<file path="src/rtl/ring_fifo.sv">
// Circular-buffer FIFO with arbitrary depth, level counter, programmable
// almost-full/almost-empty thresholds, synchronous flush and sticky error flags.
module ring_fifo #(
  parameter int DATA_WIDTH = 8,
  parameter int FIFO_DEPTH = 8,
  parameter int AF_LEVEL   = FIFO_DEPTH - 1,
  parameter int AE_LEVEL   = 1,
  localparam int CW        = $clog2(FIFO_DEPTH + 1),
  localparam int PW        = $clog2(FIFO_DEPTH)
) (
  input  logic                  clk,
  input  logic                  reset_n,
  input  logic                  flush,
  input  logic                  wr_en,
  input  logic [DATA_WIDTH-1:0] wr_data,
  output logic                  wr_ready,
  input  logic                  rd_en,
  output logic                  rd_ready,
  output logic [DATA_WIDTH-1:0] rd_data,
  output logic                  rd_val,
  output logic [CW-1:0]         count,
  output logic                  almost_full,
  output logic                  almost_empty,
  output logic                  overflow,
  output logic                  underflow
);

  localparam logic [CW-1:0] DEPTH_C   = CW'(FIFO_DEPTH);
  localparam logic [CW-1:0] AF_C      = CW'(AF_LEVEL);
  localparam logic [CW-1:0] AE_C      = CW'(AE_LEVEL);
  localparam logic [CW-1:0] ONE_C     = CW'(1'b1);
  localparam logic [CW-1:0] ZERO_C    = {CW{1'b0}};
  localparam logic [PW-1:0] PTR_LAST  = PW'(FIFO_DEPTH - 1);
  localparam logic [PW-1:0] PTR_ZERO  = {PW{1'b0}};
  localparam logic [PW-1:0] PTR_ONE   = PW'(1'b1);

  logic [DATA_WIDTH-1:0] mem_r [FIFO_DEPTH];
  logic [PW-1:0]         wr_ptr_r;
  logic [PW-1:0]         rd_ptr_r;
  logic [CW-1:0]         count_r;
  logic [DATA_WIDTH-1:0] rd_data_r;
  logic                  rd_val_r;
  logic                  overflow_r;
  logic                  underflow_r;
  logic                  wr_acc_s;
  logic                  rd_acc_s;
  logic                  not_full_s;
  logic                  not_empty_s;

  // Wrap explicitly at FIFO_DEPTH-1 so non-power-of-two depths work.
  function automatic logic [PW-1:0] ptr_inc(input logic [PW-1:0] p);
    if (p == PTR_LAST) begin
      return PTR_ZERO;
    end else begin
      return p + PTR_ONE;
    end
  endfunction

  // Status decode and accept qualification from the registered count only.
  always_comb begin
    not_full_s  = (count_r != DEPTH_C);
    not_empty_s = (count_r != ZERO_C);
    wr_acc_s    = wr_en & not_full_s;
    rd_acc_s    = rd_en & not_empty_s;
  end

  // Storage array; deliberately left without reset.
  always_ff @(posedge clk) begin
    if (reset_n && !flush && wr_acc_s) begin
      mem_r[wr_ptr_r] <= wr_data;
    end
  end

  // Pointers, occupancy, read register and sticky flags.
  always_ff @(posedge clk) begin
    if (!reset_n) begin
      wr_ptr_r    <= PTR_ZERO;
      rd_ptr_r    <= PTR_ZERO;
      count_r     <= ZERO_C;
      rd_data_r   <= {DATA_WIDTH{1'b0}};
      rd_val_r    <= 1'b0;
      overflow_r  <= 1'b0;
      underflow_r <= 1'b0;
    end else if (flush) begin
      // rd_data is intentionally held across a flush.
      wr_ptr_r    <= PTR_ZERO;
      rd_ptr_r    <= PTR_ZERO;
      count_r     <= ZERO_C;
      rd_val_r    <= 1'b0;
      overflow_r  <= 1'b0;
      underflow_r <= 1'b0;
    end else begin
      if (wr_acc_s) begin
        wr_ptr_r <= ptr_inc(wr_ptr_r);
      end
      if (rd_acc_s) begin
        rd_ptr_r  <= ptr_inc(rd_ptr_r);
        rd_data_r <= mem_r[rd_ptr_r];
      end
      rd_val_r <= rd_acc_s;
      if (wr_en && !not_full_s) begin
        overflow_r <= 1'b1;
      end
      if (rd_en && !not_empty_s) begin
        underflow_r <= 1'b1;
      end
      case ({wr_acc_s, rd_acc_s})
        2'b10:   count_r <= count_r + ONE_C;
        2'b01:   count_r <= count_r - ONE_C;
        default: count_r <= count_r;
      endcase
    end
  end

  assign count        = count_r;
  assign wr_ready     = not_full_s;
  assign rd_ready     = not_empty_s;
  assign almost_full  = (count_r >= AF_C);
  assign almost_empty = (count_r <= AE_C);
  assign rd_data      = rd_data_r;
  assign rd_val       = rd_val_r;
  assign overflow     = overflow_r;
  assign underflow    = underflow_r;

endmodule
</file>
<file path="config.mk">
export PLATFORM = sky130hd
export DESIGN_NAME = ring_fifo
export DESIGN_NICKNAME = d
export VERILOG_FILES = /design/src/rtl/ring_fifo.sv
export SDC_FILE = /design/constraint.sdc
export NUM_CORES = 1
export LEC_CHECK = 0
export CELL_PAD_IN_SITES_DETAIL_PLACEMENT = 1
export CELL_PAD_IN_SITES_GLOBAL_PLACEMENT = 2
export CORE_ASPECT_RATIO = 1.5
export CORE_MARGIN = 3
export CORE_UTILIZATION = 25
export DETAILED_ROUTE_END_ITERATION = 10
export PLACE_DENSITY_LB_ADDON = 0.1
export SYNTH_ARGS = -nofsm -noshare
export SYNTH_HDL_FRONTEND = slang
export SYNTH_SLANG_ARGS = --single-unit
</file>
<file path="constraint.sdc">
create_clock -name clk -period 3 [get_ports clk]
set_input_delay 0.45 -clock clk [delete_from_list [all_inputs] [get_ports clk]]
set_output_delay 0.45 -clock clk [all_outputs]
set_load 0.01 [all_outputs]
</file>
==> results.rst, run 1 <==
.. list-table::
   :header-rows: 1

   * - Metric
     - Value
   * - Outcome
     - finished, final reports clean
   * - Antenna viol nets, final
     - 0
   * - CP Capture Type
     - flip-flop
   * - Row count
     - 51
   * - Switching Power
     - 0.511 mW
   * - Port Buf Inserts
     - 31
   * - Required time of the critical path
     - 3.22 ns
   * - Signed area change from the synthesized netlist to the final layout
     - 26.7%
   * - Relative contribution of combinational cells to total power
     - 5.4%
   * - Total vias in the final route
     - 1850
   * - # DRC
     - 0
   * - Vias per cell
     - 4.48
   * - Commonest non-fill, non-tap cell in the layout
     - sky130_fd_sc_hd__edfxtp_1
   * - Clock net sink count
     - 85
   * - Number of buffers added by the clock tree synthesis step
     - 9
   * - Netlist area before placement
     - 3400 sq um
   * - Multi-input gate area
     - 982 sq um
   * - Number of iterations in the first detailed-routing pass
     - 4
   * - Placed cell areas
     - 3980 sq um
   * - Worst setup SP type
     - flip-flop
   * - Via count of the first global-routing pass
     - 2144
   * - Non-filler cells, final
     - 413
   * - Overall fraction of global-route tracks in use
     - 11.2%
   * - Area enclosed by the die boundary
     - 15100 sq um
   * - Root buffer selected by CTS
     - sky130_fd_sc_hd__clkbuf_16
   * - Sequential area share after synthesis
     - 68.8%
   * - Clk network pwr share
     - 46.1%
   * - Count of hold-fix buffers inserted at cts
     - 0
   * - Number of hold-slack violations in the final timing report
     - 0
   * - Post-route cell area
     - 4310 sq um
   * - Net count after synthesis
     - 219
   * - Synth cell types
     - 30
   * - IO Pins
     - 32
   * - FF/Latch Area
     - 2340 sq um
   * - Signal arrival time at the worst endpoint
     - 2.77 ns
   * - Count of placed standard cells including taps
     - 397
   * - Peak supply drop
     - 228 uV
   * - Global-route wire length before repair
     - 12.3 mm
   * - Number of failing setup endpoints in the final timing report
     - 0
   * - Leakage dissipation
     - 1.47 nW
   * - Starting Density
     - 25.9%
   * - Worst min-delay path category
     - flip-flop to flip-flop
   * - Final TNS setup
     - 0 ns
   * - Post-Syn Area per Cell
     - 17.3 sq um
   * - Maximum number of pins on one net before global-route repair
     - 19
   * - Detailed Route WL
     - 7.59 mm
   * - Die W
     - 101 um
   * - Number of register bits inferred by synthesis
     - 85
   * - Number of standard cells after synthesis
     - 197
   * - Fraction of layout instances using a drive strength above 1
     - 18.9%
   * - Setup repair after global routing missed its margin
     - false
   * - Fraction of power spent switching nets
     - 19.3%
   * - Int Pwr
     - 2.14 mW
   * - Setup skew after layout
     - 0.00788 ns
   * - NumNets Final
     - 271
   * - CTS clk-pin slew, worst paths
     - 0.06 ns
   * - TritonCTS clock tree
     - built
   * - Maximum level of the CTS H-tree
     - 3
   * - Fin. max-slew vios
     - 0
   * - Number of synthesis warnings
     - 0
   * - WS Path Type
     - flip-flop to flip-flop
   * - Final Critical Period
     - 2.55 ns
   * - Worst-skew pair later-pin latency
     - 0.33 ns
   * - Clock Path Buffers
     - 2
   * - Leading cell types in the layout, fill and taps excluded
     - 64 x sky130_fd_sc_hd__edfxtp_1, 31 x sky130_fd_sc_hd__clkdlybuf4s50_1, 21 x sky130_fd_sc_hd__dfxtp_1
   * - Max-capacitance violation count
     - 0
   * - Number of antenna violations at the first check in global routing
     - 0
   * - Fmax achieved
     - 393 MHz
   * - Rel. slew slack
     - 59.9%
   * - Number of post-CTS setup repair buffers
     - 0
   * - Final GP Congestion
     - 0.754
   * - Post-route fraction of the period consumed by the critical path
     - 84.9%
   * - Post-detailed-placement half-perimeter wirelength
     - 5.10 mm
   * - Iter 0 DRT Violations
     - 48
   * - CTS-repair resized insts
     - 0
   * - Largest fanout on the critical path
     - 7
   * - Wirelength per Cell
     - 18.4 um
   * - Y dimension of the die
     - 149 um
   * - Sequential power share
     - 48.5%
   * - Layout filler cell count
     - 1367
   * - Transition time at the pin with the least slew margin
     - 0.600 ns
   * - Antenna fix cells
     - 0
   * - Congestion Overflow GR
     - 0
   * - Power per cell area
     - 615 nW/um^2
   * - Core area
     - 13100 sq um
[cell families (layout without fill, tap and decap cells)]
| group | Yosys count | in the layout | synth area share [%] |
|---|---|---|---|
| DFF | 85 | 85 | 68.8 |
| and+or+nand+nor | 41 | 41 | 6.03 |
| muxes | 25 | 25 | 14.4 |
| AOI/OAI and AO/OA | 22 | 22 | 4.34 |
| buffers and inverters | 12 | 69 | 2.28 |
| adders and majority gates | 9 | 9 | 3.31 |
| xor gates and xnor gates | 3 | 3 | 0.772 |
[flip-flops by register name (all words and copies together), names as in the netlist]
signal,count
mem_r,64
rd_data,8
count,4
rd_ptr_r,3
wr_ptr_r,3
overflow,1
rd_val,1
underflow,1
[final timing paths]
kind | depth (start not counted) | slack, ns | endpoint | startpoint
max | 11 | 0.45 | count[3] | count[0]
min | 1 | 0.48 | rd_data[6] | rd_data[6]
max reg2reg | 11 | 0.45 | count[3] | count[0]
min reg2reg | 1 | 0.48 | rd_data[6] | rd_data[6]
[per-stage QoR]
stage	util (%)	power [mW]	setup WS [ns]	hold slack, ns
after CTS	32.8	2.70	0.412	0.483
after global routing	32.8	2.76	0.199	0.504
final	32.8	2.65	0.454	0.476
after floorplan	-	1.38	0.491	0.462
after detailed placement	30.2	1.46	0.442	0.469
after global placement	30.2	1.46	0.460	0.463
[power by group through the flow]
stage          Sequential, mW  Combinational, mW  Clock, mW
2_1_floorplan            1.31             0.0687          0
3_3_place_gp             1.31              0.148          0
3_5_place_dp             1.31              0.147          0
4_1_cts                  1.29              0.148       1.27
5_1_grt                  1.29              0.160       1.31
6_report                 1.29              0.143       1.22
[cell type report]
class	count	share of cell area, %
timing repair buffer	47	9.98
clock inverter	4	1.60
clock buffer	12	6.18
multi-input combinational	100	22.8
sequential	85	54.3
inverter	6	0.522
tap	159	4.61
[routing by layer]
layer / vias to the layer above / global-route usage [%] / routed length, um
li1: 881 / - / -
met1: 925 / 12.6 / 2990
met2: 37 / 20.1 / 4230
met3: 7 / 2.95 / 277
met4: 0 / 3.79 / 100
met5: - / 0 / 0
[worst max-delay path, stage by stage (launching register included)]
cell	delay, ns
sky130_fd_sc_hd__dfxtp_1	0.46
sky130_fd_sc_hd__inv_1	0.10
sky130_fd_sc_hd__ha_1	0.24
sky130_fd_sc_hd__nor3b_1	0.16
sky130_fd_sc_hd__inv_1	0.12
sky130_fd_sc_hd__nand2_1	0.08
sky130_fd_sc_hd__inv_1	0.06
sky130_fd_sc_hd__ha_1	0.23
sky130_fd_sc_hd__or4b_2	0.60
sky130_fd_sc_hd__a21oi_1	0.20
sky130_fd_sc_hd__xnor2_1	0.13
sky130_fd_sc_hd__nor2_1	0.05
[Yosys cell counts]
| cell | count | area (sq um) |
|---|---|---|
| sky130_fd_sc_hd__a22o_1 | 8 | 70.1 |
| sky130_fd_sc_hd__nand2b_1 | 3 | 18.8 |
| sky130_fd_sc_hd__a21oi_1 | 10 | 50.1 |
| sky130_fd_sc_hd__mux2i_1 | 1 | 10.0 |
| sky130_fd_sc_hd__buf_6 | 2 | 22.5 |
| sky130_fd_sc_hd__nand2_1 | 9 | 33.8 |
| sky130_fd_sc_hd__clkbuf_1 | 2 | 7.51 |
| sky130_fd_sc_hd__o21ai_0 | 1 | 5.00 |
| sky130_fd_sc_hd__xor2_1 | 2 | 17.5 |
| sky130_fd_sc_hd__buf_2 | 1 | 5.00 |
| sky130_fd_sc_hd__a21o_1 | 1 | 7.51 |
| sky130_fd_sc_hd__o21a_1 | 1 | 7.51 |
| sky130_fd_sc_hd__nand4b_1 | 2 | 17.5 |
| sky130_fd_sc_hd__a211oi_1 | 1 | 7.51 |
| sky130_fd_sc_hd__xnor2_1 | 1 | 8.76 |
| sky130_fd_sc_hd__nor3b_1 | 1 | 7.51 |
| sky130_fd_sc_hd__nor3_1 | 3 | 15.0 |
| sky130_fd_sc_hd__nand3b_1 | 1 | 7.51 |
| sky130_fd_sc_hd__edfxtp_1 | 64 | 1920 |
| sky130_fd_sc_hd__mux4_2 | 8 | 180 |
| sky130_fd_sc_hd__nand3_1 | 3 | 15.0 |
| sky130_fd_sc_hd__nor2_1 | 13 | 48.8 |
| sky130_fd_sc_hd__mux4_1 | 8 | 210 |
| sky130_fd_sc_hd__inv_1 | 6 | 22.5 |
| sky130_fd_sc_hd__or3_1 | 5 | 31.3 |
| sky130_fd_sc_hd__ha_1 | 9 | 113 |
| sky130_fd_sc_hd__or4b_2 | 1 | 10.0 |
| sky130_fd_sc_hd__dfxtp_1 | 21 | 420 |
| sky130_fd_sc_hd__mux2_2 | 8 | 90.1 |
| sky130_fd_sc_hd__buf_12 | 1 | 20.0 |
Power figures use the tool's default switching activity.
==> run 2, diff against run 1 <==
==> constraint.sdc (replaced) <==
create_clock -name clk -period 2.2 [get_ports clk]
set_input_delay 0.33 -clock clk [delete_from_list [all_inputs] [get_ports clk]]
set_output_delay 0.33 -clock clk [all_outputs]
set_load 0.01 [all_outputs]
==> run 2 against run 1 <==
Routed wire length grew 4.9%. Highest routed layer unchanged. Die area stayed put. Register-to-register slack worse by 0.31 ns. Flip-flop and latch count unchanged. Total power grew 42%. Largest power group is now clock. Clock skew about the same.
==> results.rst, run 2 (synthesized netlist as in run 1, its figures left out) <==
.. list-table::
   :header-rows: 1

   * - Metric
     - Value
   * - Outcome
     - finished, final reports clean
   * - FF/Latch Area
     - 2340 sq um (+0.11%)
   * - Cell repeated most along the worst path
     - sky130_fd_sc_hd__buf_4
   * - Worst setup SP type
     - flip-flop
   * - Number of buffers added by the clock tree synthesis step
     - 9 (unchanged)
   * - Fraction of layout instances using a drive strength above 1
     - 27.9% (+9.0 points)
   * - Core area
     - 13100 sq um (unchanged)
   * - Number of antenna violations at the first check in global routing
     - 0 (unchanged)
   * - Slack of the worst reg-to-reg path
     - 0.14 ns (-0.31 ns)
   * - Required time of the critical path
     - 2.23 ns (-0.99 ns)
   * - Number of iterations in the first detailed-routing pass
     - 4 (unchanged)
   * - Leakage dissipation
     - 1.58 nW (+7.2%)
   * - Overall power after layout
     - 3.76 mW (+42%)
   * - Antenna viol nets, final
     - 0 (unchanged)
   * - Worst hold margin
     - 0.470 ns (-0.00630 ns)
   * - Commonest non-fill, non-tap cell in the layout
     - sky130_fd_sc_hd__edfxtp_1
   * - Fmax achieved
     - 487 MHz (+24%)
   * - IO Pins
     - 32 (unchanged)
   * - Final Critical Period
     - 2.06 ns (-0.491 ns)
   * - Rel. slew slack
     - 48.9% (-11 points)
   * - Antenna fix cells
     - 0 (unchanged)
   * - Post-detailed-placement half-perimeter wirelength
     - 5.57 mm (+9.3%)
   * - Final TNS setup
     - 0 ns (unchanged)
   * - Slowest stage cell on the critical path
     - sky130_fd_sc_hd__or3_1
   * - Worst-skew pair later-pin latency
     - 0.33 ns (about the same)
   * - Via count of the first global-routing pass
     - 2066 (-3.6%)
   * - Maximum number of pins on one net before global-route repair
     - 20 (+1)
   * - Congestion Overflow GR
     - 0 (unchanged)
   * - Largest stage delay on the critical path
     - 0.43 ns (-0.17 ns)
   * - CTS clk-pin slew, worst paths
     - 0.06 ns (about the same)
   * - WS Path Type
     - flip-flop to flip-flop
   * - # DRC
     - 0 (unchanged)
   * - Leading cell types in the layout, fill and taps excluded
     - 64 x sky130_fd_sc_hd__edfxtp_1, 30 x sky130_fd_sc_hd__buf_4, 29 x sky130_fd_sc_hd__clkdlybuf4s50_1
   * - Vias per cell
     - 4.45 (-0.58%)
   * - Number of hold-slack violations in the final timing report
     - 0 (unchanged)
   * - Row count
     - 51 (unchanged)
   * - Clock Path Buffers
     - 2 (unchanged)
   * - Number of flip-flops under the largest register name
     - 64 (unchanged)
   * - Overall fraction of global-route tracks in use
     - 11.4% (+0.27 points)
   * - Cell-by-cell listing of the critical path
     - inv_1, ha_2, nand3b_1, nand2_1, buf_4, or3_1, nor2_1, buf_4
   * - Total vias in the final route
     - 1906 (+3.0%)
   * - Placed cell areas
     - 4110 sq um (+3.3%)
   * - Signal arrival time at the worst endpoint
     - 2.08 ns (-0.69 ns)
   * - Final GP Congestion
     - 0.727 (-3.5%)
   * - Setup repair after global routing missed its margin
     - false
   * - Post-route fraction of the period consumed by the critical path
     - 93.4% (+8.5 points)
   * - Layout filler cell count
     - 1371 (+0.29%)
   * - Worst min-delay path category
     - flip-flop to flip-flop
   * - CP Capture Type
     - flip-flop
   * - Power per cell area
     - 834 nW/um^2 (+36%)
   * - Max-capacitance violation count
     - 0 (unchanged)
   * - NumNets Final
     - 286 (+5.5%)
   * - Global-route wire length before repair
     - 12.3 mm (about the same)
   * - Clock net sink count
     - 85 (unchanged)
   * - Die W
     - 101 um (unchanged)
   * - Iter 0 DRT Violations
     - 31 (-35%)
   * - Largest fanout on the critical path
     - 8 (+1)
   * - Signed area change from the synthesized netlist to the final layout
     - 32.4%
   * - Transition time at the pin with the least slew margin
     - 0.764 ns (+0.164 ns)
   * - Y dimension of the die
     - 149 um (unchanged)
   * - Root buffer selected by CTS
     - sky130_fd_sc_hd__clkbuf_16
   * - Wirelength per Cell
     - 18.6 um (+1.2%)
   * - TritonCTS clock tree
     - built
   * - Number of failing setup endpoints in the final timing report
     - 0 (unchanged)
   * - Port Buf Inserts
     - 31 (unchanged)
   * - Post-route cell area
     - 4510 sq um (+4.5%)
   * - Peak supply drop
     - 366 uV (+60%)
   * - Starting Density
     - 25.9% (unchanged)
   * - Maximum level of the CTS H-tree
     - 3 (unchanged)
   * - Multi-input gate area
     - 1020 sq um (+4.2%)
   * - Most flops, register
     - mem_r
   * - Setup skew after layout
     - 0.00745 ns (-0.000432 ns)
   * - Fin. max-slew vios
     - 0 (unchanged)
   * - Final WS setup
     - 0.145 ns (-0.309 ns)
   * - Area enclosed by the die boundary
     - 15100 sq um (unchanged)
   * - Worst slack, placed
     - -0.102 ns (-0.544 ns)
   * - Detailed Route WL
     - 7.97 mm (+4.9%)
[run 2: through the flow]
stage,cells,utilization [%]
after floorplan,197,-
after global placement,411,31.3
after detailed placement,411,31.3
after CTS,428,34.1
after global routing,428,34.3
final,428,34.3
[run 2: critical path, delay by kind of cell (launching register included)]
family	cells	cell delay (ns)
simple gates	4	0.79
flops	1	0.32
buf+inv	3	0.45
fa+ha+maj	1	0.19
[run 2: what timing repair did]
action,CTS,global route
setup endpoints to repair,3,57
gates resized for setup,3,7
hold buffers,0,0
pin swaps,0,1
setup buffers,1,0
[run 2: layout make-up]
cell class	count	area share, %
clock buffers	11	5.61
clock inverters	5	2.36
inverters	6	0.500
multi-input cells	100	22.7
flip-flops and latches	85	52.0
well taps	159	4.42
repair buffers	62	12.4
[run 2: path summary, 6_finish.rpt]
check                           startpoint           to  cells after the start
worst min-delay path             underflow    underflow                      2
worst max-delay path              count[0]  mem_r[1][1]                      8
worst min register to register   underflow    underflow                      2
worst max register to register    count[0]  mem_r[1][1]                      8
[run 2: power by group]
group	switching (mW)	leakage [nW]	internal [mW]	total, mW
clock network	0.604	0.172	1.17	1.78
registers	0.00959	0.747	1.74	1.75
logic	0.109	0.661	0.120	0.229
total	0.723	1.58	3.03	3.76
[run 2: metal layers]
layer	track usage, %	vias to the layer above	wire length (um)
met2	19.2	28	4310
met4	5.79	0	153
li1	-	908	-
met5	0	-	0
met3	1.78	9	194
met1	14.0	961	3310
==> run 3, diff against run 2 <==
--- a/config.mk
+++ b/config.mk
@@ -10,6 +10,7 @@
 export CORE_ASPECT_RATIO = 1.5
 export CORE_MARGIN = 3
 export CORE_UTILIZATION = 25
+export CTS_CLUSTER_SIZE = 30
 export DETAILED_ROUTE_END_ITERATION = 10
 export PLACE_DENSITY_LB_ADDON = 0.1
 export SYNTH_ARGS = -nofsm -noshare
==> results of run 3 <==
No change in the layout: final DEF, timing and power equal those of run 2.
